### src/rtl/instr_fetch_stage_if.sv
// Bus bundle between the instruction fetch stage and its neighbours:
// program loader, instruction memory, redirect source and decode.
interface instr_fetch_stage_if #(
    parameter int unsigned ADDR_W    = 32,
    parameter int unsigned DATA_W    = 32,
    parameter int unsigned MAX_WORDS = 1024
);
    localparam int unsigned CNT_W = $clog2(MAX_WORDS) + 1;

    // program preload
    logic              load_valid;
    logic [DATA_W-1:0] load_data;
    logic              load_last;
    logic [CNT_W-1:0]  load_count;
    logic              load_err;
    logic              fetching;

    // instruction memory port
    logic [ADDR_W-1:0] mem_addr;
    logic [DATA_W-1:0] mem_data_in;
    logic              mem_rw;
    logic              mem_en;
    logic [DATA_W-1:0] mem_data_out;

    // control-flow redirect
    logic              redirect_valid;
    logic [ADDR_W-1:0] redirect_pc;

    // instruction stream to decode
    logic              instr_valid;
    logic              instr_ready;
    logic [DATA_W-1:0] instr;
    logic [ADDR_W-1:0] instr_pc;

    // fetch stage side
    modport master (
        input  load_valid, load_data, load_last,
        input  mem_data_out,
        input  redirect_valid, redirect_pc,
        input  instr_ready,
        output load_count, load_err, fetching,
        output mem_addr, mem_data_in, mem_rw, mem_en,
        output instr_valid, instr, instr_pc
    );

    // environment side (loader, memory, decode)
    modport slave (
        output load_valid, load_data, load_last,
        output mem_data_out,
        output redirect_valid, redirect_pc,
        output instr_ready,
        input  load_count, load_err, fetching,
        input  mem_addr, mem_data_in, mem_rw, mem_en,
        input  instr_valid, instr, instr_pc
    );
endinterface

### src/rtl/instr_fetch_stage.sv
// Instruction fetch stage: preloads a program image into the instruction
// memory, then fetches sequentially through the synchronous-read memory into
// a 2-entry skid buffer feeding decode, with redirect/flush support.
module instr_fetch_stage #(
    parameter int unsigned        ADDR_W       = 32,
    parameter int unsigned        DATA_W       = 32,
    parameter int unsigned        MAX_WORDS    = 1024,
    parameter logic [ADDR_W-1:0]  PC_BASE_ADDR = '0
) (
    input  logic                clock,
    input  logic                reset,
    instr_fetch_stage_if.master bus
);
    localparam int unsigned      CNT_W   = $clog2(MAX_WORDS) + 1;
    localparam int unsigned      DEPTH   = 2;
    localparam logic [CNT_W-1:0] MAX_CNT = CNT_W'(MAX_WORDS);

    typedef enum logic {
        S_LOAD  = 1'b0,
        S_FETCH = 1'b1
    } state_t;

    state_t state;
    state_t state_nxt;

    // loader state
    logic [CNT_W-1:0]  load_count;
    logic              load_err;
    logic              load_full;
    logic [ADDR_W-1:0] load_addr;
    logic              load_accept;
    logic              load_drop;
    logic              load_done;

    // fetch pointer and the single outstanding read
    logic [ADDR_W-1:0] fetch_pc;
    logic              inflight;
    logic [ADDR_W-1:0] inflight_pc;
    logic              issue;
    logic              flush;
    logic              has_credit;

    // skid buffer, entry 0 is the head
    logic [1:0]        occ;
    logic [DATA_W-1:0] buf_data [DEPTH];
    logic [ADDR_W-1:0] buf_pc   [DEPTH];
    logic              pop;
    logic              push;
    logic              wr_idx;

    assign pop       = (occ != 2'd0) && bus.instr_ready;
    assign push      = inflight;
    assign load_full = (load_count >= MAX_CNT);
    assign load_addr = PC_BASE_ADDR + (ADDR_W'(load_count) << 2);

    // Free slots counting a head leaving this cycle; an issue must leave
    // room for its data one cycle later.
    assign has_credit = ({1'b0, occ} + {2'b00, inflight}) < (3'd2 + {2'b00, pop});

    // Captured word lands behind whatever survives this cycle's pop.
    assign wr_idx = (occ == 2'd2) || ((occ == 2'd1) && !pop);

    // State register.
    always_ff @(posedge clock) begin
        if (reset) begin
            state <= S_LOAD;
        end else begin
            state <= state_nxt;
        end
    end

    // Next-state and memory-port control for the load and fetch phases.
    always_comb begin
        state_nxt       = state;
        bus.mem_en      = 1'b0;
        bus.mem_rw      = 1'b0;
        bus.mem_addr    = PC_BASE_ADDR;
        bus.mem_data_in = bus.load_data;
        load_accept     = 1'b0;
        load_drop       = 1'b0;
        load_done       = 1'b0;
        issue           = 1'b0;
        flush           = 1'b0;
        if (!reset) begin
            case (state)
                S_LOAD: begin
                    bus.mem_addr = load_addr;
                    if (bus.load_valid) begin
                        load_accept = !load_full;
                        load_drop   = load_full;
                        bus.mem_en  = !load_full;
                        if (bus.load_last) begin
                            load_done = 1'b1;
                            state_nxt = S_FETCH;
                        end
                    end
                end
                S_FETCH: begin
                    bus.mem_rw   = 1'b1;
                    bus.mem_addr = fetch_pc;
                    flush        = bus.redirect_valid;
                    issue        = has_credit && !bus.redirect_valid;
                    bus.mem_en   = issue;
                end
                default: begin
                    state_nxt = S_LOAD;
                end
            endcase
        end
    end

    // Load word counter (saturating at capacity) and sticky overflow flag.
    always_ff @(posedge clock) begin
        if (reset) begin
            load_count <= '0;
            load_err   <= 1'b0;
        end else begin
            if (load_accept) begin
                load_count <= load_count + CNT_W'(1);
            end
            if (load_drop) begin
                load_err <= 1'b1;
            end
        end
    end

    // Fetch PC and outstanding-read tracking; a redirect discards the read.
    always_ff @(posedge clock) begin
        if (reset) begin
            fetch_pc    <= PC_BASE_ADDR;
            inflight    <= 1'b0;
            inflight_pc <= PC_BASE_ADDR;
        end else if (load_done) begin
            fetch_pc <= PC_BASE_ADDR;
            inflight <= 1'b0;
        end else if (flush) begin
            fetch_pc <= bus.redirect_pc & ~ADDR_W'(3);
            inflight <= 1'b0;
        end else begin
            inflight <= issue;
            if (issue) begin
                fetch_pc    <= fetch_pc + ADDR_W'(4);
                inflight_pc <= fetch_pc;
            end
        end
    end

    // Skid buffer: shift on pop, capture returning read data behind it.
    always_ff @(posedge clock) begin
        if (reset || flush) begin
            occ <= 2'd0;
        end else begin
            if (pop) begin
                buf_data[0] <= buf_data[1];
                buf_pc[0]   <= buf_pc[1];
            end
            if (push) begin
                buf_data[wr_idx] <= bus.mem_data_out;
                buf_pc[wr_idx]   <= inflight_pc;
            end
            occ <= occ - {1'b0, pop} + {1'b0, push};
        end
    end

    assign bus.load_count  = load_count;
    assign bus.load_err    = load_err;
    assign bus.fetching    = (state == S_FETCH);
    assign bus.instr_valid = (occ != 2'd0);
    assign bus.instr       = buf_data[0];
    assign bus.instr_pc    = buf_pc[0];

    // Capturing into a full buffer with no pop would lose an instruction.
    a_no_overflow: assert property (@(posedge clock) disable iff (reset)
        !(push && !flush && (occ == 2'd2) && !pop));

    // Occupancy never exceeds the two physical entries.
    a_occ_range: assert property (@(posedge clock) disable iff (reset)
        occ <= 2'd2);

    // Reads are only issued during fetch and never while a redirect is pending.
    a_no_issue_on_redirect: assert property (@(posedge clock) disable iff (reset)
        (bus.mem_en && bus.mem_rw) |-> (state == S_FETCH && !bus.redirect_valid));

endmodule

### src/flat_wrapper.sv
// flat-port wrapper written by rule: the top's interface ports become plain ports
module instr_fetch_stage_flat 
#(
    parameter int unsigned        ADDR_W       = 32,
    parameter int unsigned        DATA_W       = 32,
    parameter int unsigned        MAX_WORDS    = 1024,
    parameter logic [ADDR_W-1:0]  PC_BASE_ADDR = '0
)
  (clock, reset, bus_load_valid, bus_load_data, bus_load_last, bus_mem_data_out, bus_redirect_valid, bus_redirect_pc, bus_instr_ready, bus_load_count, bus_load_err, bus_fetching, bus_mem_addr, bus_mem_data_in, bus_mem_rw, bus_mem_en, bus_instr_valid, bus_instr, bus_instr_pc);
  instr_fetch_stage_if #(.ADDR_W(ADDR_W), .DATA_W(DATA_W), .MAX_WORDS(MAX_WORDS)) bus_i ();
  input  logic clock;
  input  logic reset;
  input wire logic [$bits(bus_i.load_valid)-1:0] bus_load_valid;
  input wire logic [$bits(bus_i.load_data)-1:0] bus_load_data;
  input wire logic [$bits(bus_i.load_last)-1:0] bus_load_last;
  input wire logic [$bits(bus_i.mem_data_out)-1:0] bus_mem_data_out;
  input wire logic [$bits(bus_i.redirect_valid)-1:0] bus_redirect_valid;
  input wire logic [$bits(bus_i.redirect_pc)-1:0] bus_redirect_pc;
  input wire logic [$bits(bus_i.instr_ready)-1:0] bus_instr_ready;
  output wire logic [$bits(bus_i.load_count)-1:0] bus_load_count;
  output wire logic [$bits(bus_i.load_err)-1:0] bus_load_err;
  output wire logic [$bits(bus_i.fetching)-1:0] bus_fetching;
  output wire logic [$bits(bus_i.mem_addr)-1:0] bus_mem_addr;
  output wire logic [$bits(bus_i.mem_data_in)-1:0] bus_mem_data_in;
  output wire logic [$bits(bus_i.mem_rw)-1:0] bus_mem_rw;
  output wire logic [$bits(bus_i.mem_en)-1:0] bus_mem_en;
  output wire logic [$bits(bus_i.instr_valid)-1:0] bus_instr_valid;
  output wire logic [$bits(bus_i.instr)-1:0] bus_instr;
  output wire logic [$bits(bus_i.instr_pc)-1:0] bus_instr_pc;
  assign bus_i.load_valid = bus_load_valid;
  assign bus_i.load_data = bus_load_data;
  assign bus_i.load_last = bus_load_last;
  assign bus_i.mem_data_out = bus_mem_data_out;
  assign bus_i.redirect_valid = bus_redirect_valid;
  assign bus_i.redirect_pc = bus_redirect_pc;
  assign bus_i.instr_ready = bus_instr_ready;
  assign bus_load_count = bus_i.load_count;
  assign bus_load_err = bus_i.load_err;
  assign bus_fetching = bus_i.fetching;
  assign bus_mem_addr = bus_i.mem_addr;
  assign bus_mem_data_in = bus_i.mem_data_in;
  assign bus_mem_rw = bus_i.mem_rw;
  assign bus_mem_en = bus_i.mem_en;
  assign bus_instr_valid = bus_i.instr_valid;
  assign bus_instr = bus_i.instr;
  assign bus_instr_pc = bus_i.instr_pc;
  instr_fetch_stage #(.ADDR_W(ADDR_W), .DATA_W(DATA_W), .MAX_WORDS(MAX_WORDS), .PC_BASE_ADDR(PC_BASE_ADDR)) u_core (.clock(clock), .reset(reset), .bus(bus_i));
endmodule
### config.mk
export PLATFORM = sky130hd
export DESIGN_NAME = instr_fetch_stage_flat
export DESIGN_NICKNAME = d
export VERILOG_FILES = /design/src/rtl/instr_fetch_stage_if.sv /design/src/rtl/instr_fetch_stage.sv /design/src/flat_wrapper.sv
export SDC_FILE = /design/constraint.sdc
export NUM_CORES = 1
export LEC_CHECK = 0
export CAP_MARGIN = 30
export CORE_MARGIN = 2
export CORE_UTILIZATION = 43
export DETAILED_ROUTE_END_ITERATION = 12
export PLACE_DENSITY_LB_ADDON = 0.25
export SYNTH_ARGS = -nofsm -noshare
export SYNTH_HDL_FRONTEND = slang
export SYNTH_SLANG_ARGS = --single-unit
### constraint.sdc
create_clock -name clock -period 7.07 [get_ports clock]
set_input_delay 1.414 -clock clock [delete_from_list [all_inputs] [get_ports clock]]
set_output_delay 1.414 -clock clock [all_outputs]
set_load 0.01 [all_outputs]
# After elaboration in Yosys (flattened, before gate mapping)
# Memory sizes are Yosys's and may differ from the RTL's.
# Index checks and enable logic that the tools add are counted.
word_totals:
  in_bits: 102
  mem_bits_rw: 128
  mem_count: 2
  out_inout_bits: 144
  wordCells: 65
  ff_bits: 80
classes:
  n_mux: 29
  order_cmp: 2
  n_eq_ne: 2
  n_reduce_logical: 13
  n_addsub: 6
  bitwise_logic: 3
mem_list:
  columns: ["memory", "depth", "width", "rd", "rd_clocked_by_memory_dff", "wr", "line_no", "text"]
  rows:
  - ["u_core.buf_data", 2, 32, 2, 0, 2, "instr_fetch_stage.sv:45", "logic [DATA_W-1:0] buf_data [DEPTH];"]
  - ["u_core.buf_pc", 2, 32, 2, 0, 2, "instr_fetch_stage.sv:46", "logic [ADDR_W-1:0] buf_pc [DEPTH];"]
ops:
  columns: ["operator", "n"]
  rows:
  - ["32-bit 2-to-1 mux", 3]
  - ["32-bit one-hot mux with 2 select lines", 1]
  - ["32-bit by 3-bit adder with 32-bit output (second input constant)", 1]
  - ["1-bit 2-to-1 mux", 24]
  - ["11-bit by 1-bit adder with 11-bit output (second input constant)", 1]
  - ["11-bit greater-or-equal comparator (second input constant)", 1]
  - ["2-bit nonzero test", 2]
  - ["2-bit by 1-bit adder with 3-bit output", 1]
  - ["2-bit by 1-bit adder with 3-bit output (first input constant)", 1]
  - ["1-bit logical AND", 3]
  - ["1-bit zero test", 3]
  - ["3-bit < comparator", 1]
  - ["1-bit inverter", 3]
  - ["3-bit AND reduction", 1]
  - ["3-bit OR reduction", 1]
  - ["2-bit by 1-bit adder with 2-bit output", 1]
  - ["2-bit by 1-bit equality test with 1-bit output (second input constant)", 1]
  - ["2-bit equality test (second input constant)", 1]
  - ["1-bit logical OR", 2]
  - ["1-bit one-hot mux with 2 select lines", 1]
  - ["2-bit OR reduction", 1]
  - ["2-bit by 1-bit subtractor with 2-bit output", 1]

# Logic depth before layout (Yosys ltp)
# Gate-level depths: netlist (run 1).
logic_depth:
  depth_word: 9
  ltp_mapped: 9
  mapped_depth_nobuf: 8

# Worst setup path before layout (run 1)
# Ideal clock, no wire load.
synth_path:
  kind: "input to register"
  start: "input port reset"
  end: "memory u_core.buf_data[0][0], enable pin"
  t_arrival_ns: 6.140
  n_path_buf: 1
  path_slack_ns: 0.362
  cell_stages: 3
  required_time_ns: 6.503
  setup_time_ns: 0.567
  path_cell_list: "clkbuf_1 > a21o_1 > o21ai_0"
synth_lines:
  columns: ["item", "line_no", "text"]
  rows:
  - ["from (decl)", "flat_wrapper.sv:12", "input logic reset;"]
  - ["to (decl)", "instr_fetch_stage.sv:45", null]

# Worst setup path in the final report (run 1)
layout_path:
  start: "input port bus_load_valid"
  end: "output port bus_mem_en"
layout_between:
  elab_chain_len: 3
layout_rtl:
  columns: ["item", "line_no", "text"]
  rows:
  - ["from (decl)", "flat_wrapper.sv:13", "input wire logic [$bits(bus_i.load_valid)-1:0] bus_load_valid;"]
  - ["1-bit 2-to-1 mux", "instr_fetch_stage.sv:88", "if (bus.load_valid) begin"]
  - ["1-bit one-hot mux with 2 select lines", "instr_fetch_stage.sv:85", "case (state)"]
  - ["1-bit 2-to-1 mux", "instr_fetch_stage.sv:84", "if (!reset) begin"]
  - ["to (decl)", "flat_wrapper.sv:26", "output wire logic [$bits(bus_i.mem_en)-1:0] bus_mem_en;"]
# Every way passes these cells.

==> results of run 1 <==
-- cell type report --
| cell class | instances | area [µm²] |
|---|---|---|
| fillers | 1703 | 8512 |
| flip-flops and latches | 200 | 5245 |
| multi-input cells | 437 | 2923 |
| repair buffers | 183 | 1819 |
| clock buffers | 17 | 425.4 |
| well taps | 265 | 331.6 |
| clock inverters | 15 | 229.0 |
| inverters | 11 | 41.29 |
-- critical path, stage by stage --
cell	delay [ns]
clkdlybuf4s50_1	0.52
nor4b_2	0.64
or2_2	0.24
clkdlybuf4s50_1	0.53
-- registers in the layout, summed over array words and instances, names as in the netlist --
signal and flops:
u_core.bus.load_count 11, u_core.fetch_pc 30, u_core.inflight 1, u_core.bus.fetching 1, u_core.buf_data 64, u_core.occ 2, u_core.bus.load_err 1, u_core.inflight_pc 30
u_core.buf_pc 60
-- through the flow --
stage,std cells,setup WS (ns),power (mW),utilization [%],instance area (µm²)
finish,1128,2.317,2.552,56.41,11010
global route,1128,2.264,2.638,56.41,11010
CTS,1128,2.344,2.575,56.41,11010
detailed placement,1096,2.355,1.515,53.06,10360
global placement,1095,2.340,1.514,52.95,10340
floorplan,723,0.3622,1.421,-,8621
-- routing by layer --
| metal | vias to the layer above | global-route usage (%) | routed length, µm |
|---|---|---|---|
| met1 | 2810 | 26.74 | 9368 |
| met5 | - | 0 | 0 |
| met4 | 0 | 8.039 | 497 |
| met2 | 220 | 28.08 | 8698 |
| li1 | 2866 | - | - |
| met3 | 57 | 4.671 | 1291 |
-- Yosys cell counts (14+ instances only) --
cell	count
nand2_1	87
a21oi_1	46
and2_1	20
buf_4	37
and3_1	14
edfxtp_1	124
mux2_2	62
clkbuf_1	24
o21ai_0	14
nand3_1	23
nor2_1	28
dfxtp_1	76
-- kinds of logic after synthesis --
kind of cell / count (synthesis) / share of synthesized area (%)
compound gates: 116 / 8.516
other cells: 1 / 0.04356
buf+inv: 86 / 5.624
xor+xnor: 13 / 1.322
flops: 200 / 60.92
simple gates: 223 / 13.08
fa+ha+maj: 6 / 0.8719
mux: 75 / 9.621
-- worst paths after layout --
path                                        from                               end
max                               bus_load_valid                        bus_mem_en
min          u_core.inflight_pc[31]$_SDFFE_PP0P_    u_core.buf_pc[1][31]$_DFFE_PP_
max reg2reg       u_core.bus.fetching$_SDFF_PP0_  u_core.fetch_pc[29]$_SDFFE_PP0P_
min reg2reg  u_core.inflight_pc[31]$_SDFFE_PP0P_    u_core.buf_pc[1][31]$_DFFE_PP_
-- cells in the final DEF, fill, tap and decap left out, drive strengths merged, types with 3 or more instances in the layout --
cell type / synthesis / routed
a211oi: 3 / 3
a21o: 3 / 3
a21oi: 47 / 47
a2bb2oi: 6 / 6
a31oi: 13 / 13
a32oi: 7 / 7
and2: 20 / 20
and3: 14 / 14
and4: 5 / 5
buf: 50 / 9
bufinv: 0 / 4
clkbuf: 25 / 17
clkdlybuf4s50: 0 / 174
conb: 1 / 4
dfxtp: 76 / 76
edfxtp: 124 / 124
ha: 6 / 6
inv: 11 / 19
mux2: 62 / 62
mux2i: 13 / 13
nand2: 87 / 87
nand3: 23 / 23
nand3b: 3 / 3
nand4: 9 / 9
nor2: 28 / 28
nor3: 10 / 10
o21ai: 16 / 16
o311ai: 4 / 4
o31a: 3 / 3
or2: 3 / 3
or3: 6 / 6
or4: 8 / 8
xnor2: 4 / 4
xor2: 9 / 9
-- power breakdown --
part	internal, mW	switching (mW)
Sequential	1.27	0.0195
Combinational	0.101	0.100
Clock	0.610	0.456
Total	1.98	0.575
==> impl_metrics.env, run 1 <==
export IMPL_synthArstFlopShare_pct=0
export IMPL_grt_overflow_total=0
export IMPL_power_leakage_nw=3.752
export IMPL_portBuffers=175
export IMPL_root_buffer="clkbuf_16"
export IMPL_crit_required_ns=5.66
export IMPL_end_kind="output port"
export IMPL_grt_max_degree=63
export IMPL_grt_util_all_layers_pct=18.99
export IMPL_dr_pass1_iters=7
export IMPL_min_period_ns=4.753
export IMPL_hold_path_depth=0
export IMPL_syn_inst=720
export IMPL_ctsHoldBuffers=0
export IMPL_setup_violations=0
export IMPL_tns_ns=0
export IMPL_viasPerCell=5.277
export IMPL_syn_avg_cell_area_um2=11.96
export IMPL_synth_edff_count=124
export IMPL_crit_path_max_fanout=9
export IMPL_worstPathArrival_ns=3.34
export IMPL_first_iter_violations=470
export IMPL_status="finished, final reports clean"
export IMPL_clockBufferDepth=2
export IMPL_peakVddDrop_v=0.0001691
export IMPL_rows=51
export IMPL_rr_worst_depth=7
export IMPL_area_growth_pct=27.93
export IMPL_regToRegSetupSlack_ns=4.27
export IMPL_yosys_top_cells_area="edfxtp_1 43%, dfxtp_1 18%, mux2_2 8.1%"
export IMPL_clock_fmax_ghz=0.2104
export IMPL_remaining_drc_errors=0
export IMPL_nNetsFinal=958
export IMPL_via_count=5953
export IMPL_numClockSinks=200
export IMPL_crit_type="in2out"
export IMPL_dp_hpwl_um=13200
export IMPL_core_area_mm2=0.01953
export IMPL_wire_per_inst_um=17.60
export IMPL_clock_skew_ns=0.01091
export IMPL_antenna_found_initial=0
export IMPL_insertion_delay_ns=0.43
export IMPL_drive_gt1_share_pct=13.56
export IMPL_start_util_pct=44.09
export IMPL_ys_warn_count=0
export IMPL_holdCritPathClass="reg2reg"
export IMPL_timing_final_hold_violations=0
export IMPL_ios=246
export IMPL_grt_pass1_vias=5770
export IMPL_cts_buffers=17
export IMPL_synth_top_flop_cell="edfxtp_1"
export IMPL_cap_viol_max_count=0
export IMPL_fin_crit_sh_pct=67.22
export IMPL_ys_seq_area_share_pct=60.92
export IMPL_clk_pin_slew_ns=0.07
export IMPL_crit_path_start_kind="primary input"
export IMPL_yosys_cell_types_count=57
export IMPL_ant_nets=0
export IMPL_die_h_um=145.5
export IMPL_post_cts_buffers=0
export IMPL_die_width_um=145.5
export IMPL_gp_congestion=0.8070
export IMPL_power_density_mw_per_mm2=231.7
export IMPL_relSlewSlack_pct=33.59
export IMPL_yosysTopAreaCell="edfxtp_1"
export IMPL_htree_levels=4
export IMPL_ys_seq_elements=200
export IMPL_grt_pass1_wl_um=31970
export IMPL_rsz0062_at_grt="false"
export IMPL_cts_resized=0
export IMPL_dieArea_mm2=0.02117
export IMPL_diodes=0
export IMPL_worst_pin_slew_ns=0.9962
export IMPL_syn_area_mm2=0.008610
export IMPL_slew_violations=0
export IMPL_wl_um=19860
export IMPL_cts_tree="done"
export IMPL_yosysTopAreaCellShare_pct=43.25
export IMPL_hold_ws_ns=0.4535
(Power assumes the default switching activity.)
==> run 2, diff against run 1 <==
--- a/config.mk
+++ b/config.mk
@@ -7,7 +7,7 @@
 export LEC_CHECK = 0
 export CAP_MARGIN = 30
 export CORE_MARGIN = 2
-export CORE_UTILIZATION = 43
+export CORE_UTILIZATION = 48
 export DETAILED_ROUTE_END_ITERATION = 12
 export PLACE_DENSITY_LB_ADDON = 0.25
 export SYNTH_ARGS = -nofsm -noshare
==> constraint.sdc (replaced) <==
create_clock -name clock -period 4.4 [get_ports clock]
set_input_delay 0.88 -clock clock [delete_from_list [all_inputs] [get_ports clock]]
set_output_delay 0.88 -clock clock [all_outputs]
set_load 0.01 [all_outputs]
==> impl_metrics.env, run 2 (same netlist as run 1, synthesis figures left out) <==
export IMPL_hold_ws_ns=0.4518
export IMPL_clk_pin_slew_ns=0.07
export IMPL_first_iter_violations=541
export IMPL_slew_violations=0
export IMPL_regArea_mm2=0.005245
export IMPL_crit_slowest_cell="clkdlybuf4s50_1"
export IMPL_grt_overflow_total=0
export IMPL_cp_buffers_inverters=3
export IMPL_portBuffers=175
export IMPL_relSlewSlack_pct=36.63
export IMPL_crit_family="buffers and inverters"
export IMPL_grt_max_degree=63
export IMPL_fin_util_pct=62.70
export IMPL_rr_worst_depth=5
export IMPL_fin_cells=1090
export IMPL_worst_pin_slew_ns=0.9506
export IMPL_dieArea_mm2=0.01902
export IMPL_top_register="u_core.buf_data"
export IMPL_htree_levels=4
export IMPL_remaining_drc_errors=0
export IMPL_ant_nets=0
export IMPL_min_period_ns=3.590
export IMPL_power_leakage_nw=3.733
export IMPL_ios=246
export IMPL_numClockSinks=200
export IMPL_place_inst=1058
export IMPL_cts_tree="done"
export IMPL_crit_path_start_kind="primary input"
export IMPL_area_growth_pct=26.84
export IMPL_worstPathArrival_ns=2.71
export IMPL_status="finished, final reports clean"
export IMPL_crit_required_ns=3.52
export IMPL_core_area_mm2=0.01742
export IMPL_timing_final_hold_violations=0
export IMPL_tns_ns=0
export IMPL_die_width_um=137.9
export IMPL_rows=48
export IMPL_top_regs="u_core.buf_data (64), u_core.buf_pc (60)"
export IMPL_die_h_um=137.9
export IMPL_peakVddDrop_v=0.0002740
export IMPL_cts_buffers=17
export IMPL_crit_path_start="bus_redirect_valid"
export IMPL_nNetsFinal=960
export IMPL_wire_per_inst_um=18.70
export IMPL_post_cts_buffers=0
export IMPL_wl_um=20380
export IMPL_diodes=0
export IMPL_rsz0062_at_grt="false"
export IMPL_viasPerCell=5.650
export IMPL_grt_pass1_vias=5941
export IMPL_cp_slowest_stage_delay_ns=0.58
export IMPL_path_depth=6
export IMPL_cts_resized=0
export IMPL_multi_input_area_mm2=0.002929
export IMPL_insertion_delay_ns=0.43
export IMPL_path_cells="clkdlybuf4s50_1 -> nor3_4 -> nand2_2 -> inv_2 -> or2_2 -> clkdlybuf4s50_1"
export IMPL_antenna_found_initial=1
export IMPL_power_density_mw_per_mm2=361.6
export IMPL_grt_util_all_layers_pct=21.45
export IMPL_min_from="u_core.inflight_pc[8]$_SDFFE_PP0P_"
export IMPL_via_count=6159
export IMPL_clockBufferDepth=2
export IMPL_final_common_cell="clkdlybuf4s50_1"
export IMPL_end_kind="output port"
export IMPL_dp_hpwl_um=13670
export IMPL_gp_congestion=0.8451
export IMPL_drive_gt1_share_pct=13.53
export IMPL_crit_type="in2out"
export IMPL_grt_pass1_wl_um=31130
export IMPL_dr_pass1_iters=5
export IMPL_largest_reg_flops=64
export IMPL_cap_viol_max_count=0
export IMPL_mostFrequentLayoutCells="174 x clkdlybuf4s50_1, 124 x edfxtp_1, 86 x nand2_1"
export IMPL_holdCritPathClass="reg2reg"
export IMPL_n_fill_cell=1329
export IMPL_r2r_start="u_core.bus.fetching$_SDFF_PP0_"
export IMPL_cpMostUsedCell="clkdlybuf4s50_1"
export IMPL_start_util_pct=49.43
export IMPL_setup_violations=0
export IMPL_ctsHoldBuffers=0
export IMPL_clock_fmax_ghz=0.2786
export IMPL_regToRegSetupSlack_ns=1.99
export IMPL_root_buffer="clkbuf_16"
export IMPL_fin_crit_sh_pct=81.58
export IMPL_hold_path_depth=0
export IMPL_crit_path_max_fanout=8
export IMPL_clock_skew_ns=0.009262
==> run 2: cell count changes in the layout (fill, tap and decap cells not counted), moves of 2 or more <==
| cell | change |
|---|---|
| clkinv_1 | +2 |
| inv_8 | -2 |
| clkinv_4 | +2 |
| buf_4 | +2 |
| bufinv_16 | -2 |
==> run 2: area by class of cell <==
cell class,instances,area share (%)
clock buffers,17,3.895
clock inverters,15,1.501
inverters,11,0.3781
multi-input cells,437,26.82
flip-flops and latches,200,48.03
well taps,225,2.578
repair buffers,185,16.80
==> run 2: worst register-to-register path, stage by stage, from the launching register on <==
cell	delay, ns
dfxtp_1	0.38
buf_4	0.29
a21oi_1	0.18
nand3_4	0.14
buf_4	0.68
mux2_2	0.49
==> run 2: metrics by stage <==
stage	total power [mW]	instance area (µm²)	worst slack (ns)
final	3.949	10920	0.8105
after global routing	4.077	10920	0.6508
after CTS	3.984	10920	0.8121
after detailed placement	2.441	10330	0.8269
after global placement	2.432	10330	0.8497
after floorplan	2.278	8630	0.2890
==> run 2: metal layers <==
layer  track usage [%]  routed length (µm)
met4             9.807                 656
met1             27.14                8630
met5                 0                  13
met3             5.848                1804
met2             34.43                9279
==> run 2: worst paths after layout <==
path                                            to
hold reg to reg      u_core.buf_pc[1][8]$_DFFE_PP_
hold / removal       u_core.buf_pc[1][8]$_DFFE_PP_
setup / recovery                        bus_mem_en
setup reg to reg  u_core.buf_data[0][21]$_DFFE_PP_
==> run 2: where the power goes <==
group	internal [mW]	switching [mW]
registers	2.03	0.0282
clock network	0.851	0.699
logic	0.166	0.171
==> run 3, diff against run 2 <==
--- a/config.mk
+++ b/config.mk
@@ -7,7 +7,7 @@
 export LEC_CHECK = 0
 export CAP_MARGIN = 30
 export CORE_MARGIN = 2
-export CORE_UTILIZATION = 48
+export CORE_UTILIZATION = 43
 export DETAILED_ROUTE_END_ITERATION = 12
 export PLACE_DENSITY_LB_ADDON = 0.25
 export SYNTH_ARGS = -nofsm -noshare
==> constraint.sdc (replaced) <==
create_clock -name clock -period 3.3 [get_ports clock]
set_input_delay 0.66 -clock clock [delete_from_list [all_inputs] [get_ports clock]]
set_output_delay 0.66 -clock clock [all_outputs]
set_load 0.01 [all_outputs]
==> impl_metrics.env, run 3 (same netlist as run 1, synthesis figures left out) <==
export IMPL_status="finished, final reports clean"
export IMPL_clock_skew_ns=0.01095
export IMPL_power_frac_comb_pct=8.7
export IMPL_min_to="u_core.buf_pc[1][17]$_DFFE_PP_"
export IMPL_min_from="u_core.inflight_pc[17]$_SDFFE_PP0P_"
export IMPL_nNetsFinal=965
export IMPL_core_area_mm2=0.01953
export IMPL_die_h_um=145.5
export IMPL_crit_type="in2out"
export IMPL_crit_slowest_cell="clkdlybuf4s50_1"
export IMPL_cap_viol_max_count=0
export IMPL_holdCritPathClass="reg2reg"
export IMPL_power_density_mw_per_mm2=474.7
export IMPL_finalPower_mw=5.227
export IMPL_n_fill_cell=1694
export IMPL_antenna_found_initial=0
export IMPL_portBuffers=175
export IMPL_timing_final_hold_violations=0
export IMPL_remaining_drc_errors=0
export IMPL_post_place_ws_ns=0.3161
export IMPL_regToRegSetupSlack_ns=0.89
export IMPL_ctsHoldBuffers=0
export IMPL_crit_required_ns=2.64
export IMPL_fin_util_pct=56.39
export IMPL_reg2reg_to="u_core.fetch_pc[8]$_SDFFE_PP0P_"
export IMPL_first_iter_violations=408
export IMPL_tns_ns=0
export IMPL_wl_um=20110
export IMPL_crit_path_start_kind="primary input"
export IMPL_met1_length_um=9570
export IMPL_power_switching_mw=1.223
export IMPL_dr_pass1_iters=5
export IMPL_hold_ws_ns=0.4579
export IMPL_via_count=6013
export IMPL_mostFrequentLayoutCells="174 x clkdlybuf4s50_1, 124 x edfxtp_1, 87 x nand2_1"
export IMPL_post_cts_buffers=0
export IMPL_dr_max_layer_used="met4"
export IMPL_cp_buffers_inverters=3
export IMPL_crit_path_start="bus_redirect_valid"
export IMPL_top_register="u_core.buf_data"
export IMPL_slew_violations=0
export IMPL_swShare_pct=23.41
export IMPL_drive_gt1_share_pct=13.91
export IMPL_final_common_cell="clkdlybuf4s50_1"
export IMPL_gp_congestion=0.8183
export IMPL_p_int_mw=4.004
export IMPL_cts_resized=0
export IMPL_cp_slowest_stage_delay_ns=0.67
export IMPL_path_cells="clkdlybuf4s50_1 -> nor3_4 -> nand2_1 -> inv_2 -> or2_2 -> clkdlybuf4s50_1"
export IMPL_htree_levels=4
export IMPL_relSlewSlack_pct=46.52
export IMPL_seq_power_share_pct=52.6
export IMPL_dp_hpwl_um=13150
export IMPL_ant_nets=0
export IMPL_stdcell_area_mm2=0.01101
export IMPL_hold_path_depth=0
export IMPL_grt_max_degree=63
export IMPL_worst_pin_slew_ns=0.8022
export IMPL_grt_pass1_vias=5839
export IMPL_numClockSinks=200
export IMPL_dieArea_mm2=0.02117
export IMPL_worstPathArrival_ns=2.33
export IMPL_fin_cells=1135
export IMPL_cpMostUsedCell="clkdlybuf4s50_1"
export IMPL_regArea_mm2=0.005245
export IMPL_multi_input_area_mm2=0.002927
export IMPL_rows=51
export IMPL_setup_ws_ns=0.3132
export IMPL_min_period_ns=2.987
export IMPL_wl_met2_um=8726
export IMPL_pwr_share_clk_pct=38.7
export IMPL_placed_cell_area_mm2=0.01044
export IMPL_largest_reg_flops=64
export IMPL_diodes=0
export IMPL_ios=246
export IMPL_fin_crit_sh_pct=90.51
export IMPL_rr_worst_depth=8
export IMPL_viasPerCell=5.298
export IMPL_insertion_delay_ns=0.43
export IMPL_grt_util_all_layers_pct=19.29
export IMPL_area_growth_pct=27.89
export IMPL_cts_buffers=17
export IMPL_clockBufferDepth=2
export IMPL_cts_tree="done"
export IMPL_grt_pass1_wl_um=32570
export IMPL_clk_pin_slew_ns=0.07
export IMPL_crit_path_max_fanout=8
export IMPL_r2r_start="u_core.occ[0]$_SDFF_PP0_"
export IMPL_wire_per_inst_um=17.71
export IMPL_power_leakage_nw=3.747
export IMPL_start_util_pct=44.09
export IMPL_top_regs="u_core.buf_data (64), u_core.buf_pc (60)"
export IMPL_root_buffer="clkbuf_16"
export IMPL_rsz0062_at_grt="false"
export IMPL_dr_wl_met3_um=1379
export IMPL_end_kind="output port"
export IMPL_grt_overflow_total=0
export IMPL_setup_violations=0
export IMPL_die_width_um=145.5
export IMPL_clock_fmax_ghz=0.3348
export IMPL_peakVddDrop_v=0.0003177
export IMPL_place_inst=1103
export IMPL_crit_family="buffers and inverters"
==> run 3: cell types whose count changed in the layout (fill, tap and decap cells not counted), sizes merged <==
cell	before	now
buf	11	16
clkinv	4	2
clkbuf	17	19
clkinvlp	2	4
bufinv	2	1
inv	18	17
==> run 3: how the worst max path moves through the flow <==
stage	depth (start not counted)	end
2_1_floorplan	3	u_core.buf_data[0][0]$_DFFE_PP_
3_3_place_gp	6	bus_mem_en
3_5_place_dp	6	bus_mem_en
4_1_cts	6	bus_mem_en
5_1_grt	6	bus_mem_en
6_report	6	bus_mem_en
==> run 3: worst register-to-register path, stage by stage, from the launching register on <==
cell and delay, ns:
dfxtp_1 0.36, ha_1 0.21, ha_1 0.30, o21ai_2 0.07, buf_4 0.17, a21oi_1 0.65, buf_4 0.29, o21ai_0 0.10
a31oi_1 0.18
==> run 3: routing by layer <==
layer  GRT usage [%]  vias to the layer above
li1                -                     2887
met1           27.03                     2859
met2           28.89                      210
met3           5.141                       57
met4           7.108                        0
met5               0                        -
==> run 3: area by class of cell <==
| type | instances | area share, % |
|---|---|---|
| well taps | 265 | 3.011 |
| flip-flops and latches | 200 | 47.64 |
| repair buffers | 190 | 17.23 |
| clock buffers | 19 | 3.932 |
| multi-input cells | 437 | 26.58 |
| inverters | 11 | 0.3750 |
| clock inverters | 13 | 1.239 |
==> run 3: power by group through the flow <==
stage / registers, mW / clock network [mW] / logic [mW]
3_3_place_gp: 2.80 / 0 / 0.457
4_1_cts: 2.75 / 2.07 / 0.461
3_5_place_dp: 2.80 / 0 / 0.458
2_1_floorplan: 2.82 / 0 / 0.216
5_1_grt: 2.75 / 2.17 / 0.489
6_report: 2.75 / 2.02 / 0.456
